[src/rtl/cm0_dap_cdc_hs_rx.sv]
// Receive side of the DAP four-phase CDC handshake.
// Captures REQDATA on request, hands it over by valid/ready, returns ACKOUT.
module cm0_dap_cdc_hs_rx #(
    parameter int DW      = 32,
    parameter int PRESENT = 1
) (
    input  logic          SYNCCLK,
    input  logic          SYNCRSTn,
    input  logic          REQSYNC,
    input  logic [DW-1:0] REQDATA,
    output logic          ACKOUT,
    output logic          RXVALID,
    output logic [DW-1:0] RXDATA,
    input  logic          RXREADY,
    input  logic          ERRCLR,
    output logic          PROTERR,
    output logic [7:0]    XFERCNT
);

    localparam logic EN = (PRESENT != 0);

    typedef enum logic [1:0] {
        IDLE  = 2'd0,
        VALID = 2'd1,
        ACKH  = 2'd2
    } state_t;

    state_t        state;
    state_t        state_nxt;
    logic          ack_nxt;
    logic          vld_nxt;
    logic          err_nxt;
    logic          err_set;
    logic [DW-1:0] data_nxt;
    logic [7:0]    cnt_nxt;

    always_comb begin
        state_nxt = state;
        ack_nxt   = ACKOUT;
        vld_nxt   = RXVALID;
        data_nxt  = RXDATA;
        cnt_nxt   = XFERCNT;
        err_set   = 1'b0;
        unique case (state)
            IDLE: begin
                ack_nxt = 1'b0;
                vld_nxt = 1'b0;
                if (REQSYNC) begin
                    state_nxt = VALID;
                    vld_nxt   = 1'b1;
                    data_nxt  = REQDATA;
                end
            end
            VALID: begin
                // Early request drop is flagged but the word is still delivered
                err_set = ~REQSYNC;
                if (RXREADY) begin
                    state_nxt = ACKH;
                    vld_nxt   = 1'b0;
                    ack_nxt   = 1'b1;
                end
            end
            ACKH: begin
                if (!REQSYNC) begin
                    state_nxt = IDLE;
                    ack_nxt   = 1'b0;
                    cnt_nxt   = XFERCNT + 8'd1;
                end
            end
            default: begin
                state_nxt = IDLE;
                ack_nxt   = 1'b0;
                vld_nxt   = 1'b0;
            end
        endcase
        err_nxt = err_set | (PROTERR & ~ERRCLR);
        if (!EN) begin
            state_nxt = IDLE;
            ack_nxt   = 1'b0;
            vld_nxt   = 1'b0;
            data_nxt  = '0;
            cnt_nxt   = '0;
            err_nxt   = 1'b0;
        end
    end

    always_ff @(posedge SYNCCLK) begin
        if (!SYNCRSTn) begin
            state   <= IDLE;
            ACKOUT  <= 1'b0;
            RXVALID <= 1'b0;
            RXDATA  <= '0;
            PROTERR <= 1'b0;
            XFERCNT <= '0;
        end else begin
            state   <= state_nxt;
            ACKOUT  <= ack_nxt;
            RXVALID <= vld_nxt;
            RXDATA  <= data_nxt;
            PROTERR <= err_nxt;
            XFERCNT <= cnt_nxt;
        end
    end

endmodule

[config.mk]
export PLATFORM = sky130hd
export DESIGN_NAME = cm0_dap_cdc_hs_rx
export DESIGN_NICKNAME = d
export VERILOG_FILES = /design/src/rtl/cm0_dap_cdc_hs_rx.sv
export SDC_FILE = /design/constraint.sdc
export NUM_CORES = 1
export LEC_CHECK = 0
export CAP_MARGIN = 20
export CORE_MARGIN = 2
export CORE_UTILIZATION = 43
export DETAILED_ROUTE_END_ITERATION = 8
export GPL_ROUTABILITY_DRIVEN = 0
export PLACE_DENSITY_LB_ADDON = 0.15
export SLEW_MARGIN = 25
export SYNTH_ARGS = -nofsm -noshare
export SYNTH_HDL_FRONTEND = slang
export SYNTH_SLANG_ARGS = --single-unit
[constraint.sdc]
create_clock -name SYNCCLK -period 3.1 [get_ports SYNCCLK]
set_input_delay 0.465 -clock SYNCCLK [delete_from_list [all_inputs] [get_ports SYNCCLK]]
set_output_delay 0.465 -clock SYNCCLK [all_outputs]
set_load 0.02 [all_outputs]
==> metrics.txt <==
sequential area share after synthesis 0.543; # diodes 0; DP Area 0.00247 mm²; vias in the first global route roughly 1,500; width of the die about 66 µm; maximum VDD drop ~0.37 mV; # rows 22; hpwl dp 2660 µm; die area ~0.0044 mm²; WHS Endpoint RXDATA[7]$_SDFFE_PN0P_; Residual DRC 0; drt first pass iters 3; Pleak roughly 0.93 nW; worst path arrival time roughly 2100 ps; clock-pin slew on the worst setup and hold paths approximately 80 ps; critical path depth 4; vias per inst roughly 4.9; fraction of registers with async set/reset 0; Synth Register Bits 45; Clock Skew 4.83 ps; most common cell in the netlist nand2_1; share of cells above drive strength 1 0.0394; I/O Pins 80; cell taking the most area after synthesis dfxtp_1; Post-synth EDFFs 0; Startpoint Class primary input; status finished clean; PD cells about 460 mW/mm²; Max-cap violations 0; cell area after synthesis ~0.0017 mm²; Area growth syn-to-layout 53.8%; cts hold-fix bufs 0; RSZ-0062 raised after global routing no; residual overflow from global routing 0; Vias approximately 1,600; worst-margin pin slew 752 ps; TritonCTS clock tree built; FMAX slightly above 0.5 GHz; Inserted Clock Buffers 5; critical path endpoint category flop; slew margin rel. 0.498; Clock Sinks 45; CTS Root Cell clkbuf_8; R2R Setup Slk between 1000 and 1500 ps; synth unique cells 26; post-CTS setup buffers 0; R2R Path Start state[1]$_SDFFE_PN0P_; largest net degree at the start of global routing 46; DR WL/cell 11.9 µm; FILL cells around 330; Yosys warning total 0; Synth Instances between 200 and 250; drt first-iter violations 135; Port Buffers 79; H-tree levels 2; detailed-route wire length 3880 µm; syn nets 242; Crit path largest cell delay around 540 ps; Final Cell Area 0.00255 mm²; most used flip-flop cell after synthesis dfxtp_1; worst hold path class flop to flop; Clock Tree Buf Depth 2; antenna violations before repair 0; All-Layer GR Usage 0.186; worst-path cell chain clkdlybuf4s50_1 -> or3b_1 -> or4_1 -> a21oi_1; Worst-Skew Late Latency 280 ps; first-pass GRT wire length 6290 µm; post-CTS sizing 0; Starting Density 0.450; worst r2r path cells 3; Worst EP required 3310 ps; Final Hold Violating Endpoints 0; Max Slew Vio Count 0; final period utilization 0.621; Commonest cells post-synth nand2_1, dfxtp_1, a21oi_1; WHS Path Cells 2; Detail Route Antenna Nets 0; crit path kind primary input to flop; Chip Height around 66 µm; core area about 0.0037 mm²; Power Total approximately 1.2 mW; reg2reg end XFERCNT[7]$_SDFFE_PN0P_; Synth top area share 0.543; CP max stage cell or4_1; Crit path max-delay family simple AND/OR/NAND/NOR gates; Setup TNS Final 0 ps; minimum clock period between 1500 and 2000 ps; # nets final around 320; Avg Cell Area, Syn a little over 8 µm²; Setup-failing EPs final 0; critical path peak fanout 8; critical path buffer and inverter count 1; ranking of synthesized cells by area dfxtp_1, nand2_1, a21oi_1; hold_sp RXDATA[7]$_SDFFE_PN0P_; final core utilization 0.692
[final cells by class]
type | count | area [µm²] | share of cell area
timing repair buffer | 80 | 798 | 0.313
clock buffer | 6 | 72.6 | 0.0284
sequential | 45 | 901 | 0.353
inverter | 2 | 7.51 | 0.00294
tap | 48 | 60.1 | 0.0235
clock inverter | 2 | 10.0 | 0.00392
multi-input combinational | 144 | 702 | 0.275
[sequential cells by signal, indices dropped and copies added, names as in the netlist]
register  cells
RXVALID       1
XFERCNT       8
ACKOUT        1
RXDATA       32
state         2
PROTERR       1
[worst max path at each step]
stage / start / slack, ps / end
finish: REQSYNC / 1180 / XFERCNT[7]$_SDFFE_PN0P_
global placement: REQSYNC / 910 / XFERCNT[7]$_SDFFE_PN0P_
detailed placement: REQSYNC / 880 / XFERCNT[5]$_SDFFE_PN0P_
CTS: REQSYNC / 1160 / XFERCNT[5]$_SDFFE_PN0P_
floorplan: REQSYNC / 1460 / XFERCNT[5]$_SDFFE_PN0P_
global route: REQSYNC / 1090 / RXDATA[18]$_SDFFE_PN0P_
[per-stage QoR]
step	std cells	setup WS, ps	hold WS, ps
CTS	327	1160	457
global route	327	1090	472
global placement	319	910	441
finish	327	1180	455
detailed placement	319	878	447
floorplan	204	1460	516
[kinds of logic (layout without fill, tap and decap cells)]
kind of cell,count (synthesis),after routing,share of synthesized area
and+or+nand+nor,91,91,0.245
xor gates and xnor gates,2,2,0.0106
buffers and inverters,15,90,0.0369
DFF,45,45,0.543
adders and majority gates,1,1,0.00754
muxes,1,1,0.00603
AOI/OAI and AO/OA,49,49,0.151
[layer usage]
layer / global-route usage / wire length [µm]
met1: 0.199 / 1630
met2: 0.324 / 1870
met3: 0.0937 / 359
met4: 0.0459 / 25
met5: 0 / 0
[power breakdown]
group / leakage (nW) / internal (mW) / switching (mW)
sequential: 0.368 / 0.609 / 0.0174
clock: 0.0450 / 0.156 / 0.182
combinational: 0.519 / 0.112 / 0.107
[cell usage in the layout (no fill, tap or decap), types with 2 or more instances in the layout]
cell type         n
clkdlybuf4s50_1  79
nor2_1            3
xor2_1            2
nand4_1           2
or4_1             2
o21ai_0           5
clkinv_2          2
nand2_1          68
dfxtp_1          45
o31ai_1           2
a21oi_1          42
clkbuf_8          5
or3_1             3
nor2b_1           3
nand2b_1          2
[worst min-delay path, cell delays in order (launching register included)]
cell	delay (ps)
dfxtp_1	310
nand2_1	50
a21oi_1	50
Note: power is estimated with default switching activity, not from simulation.
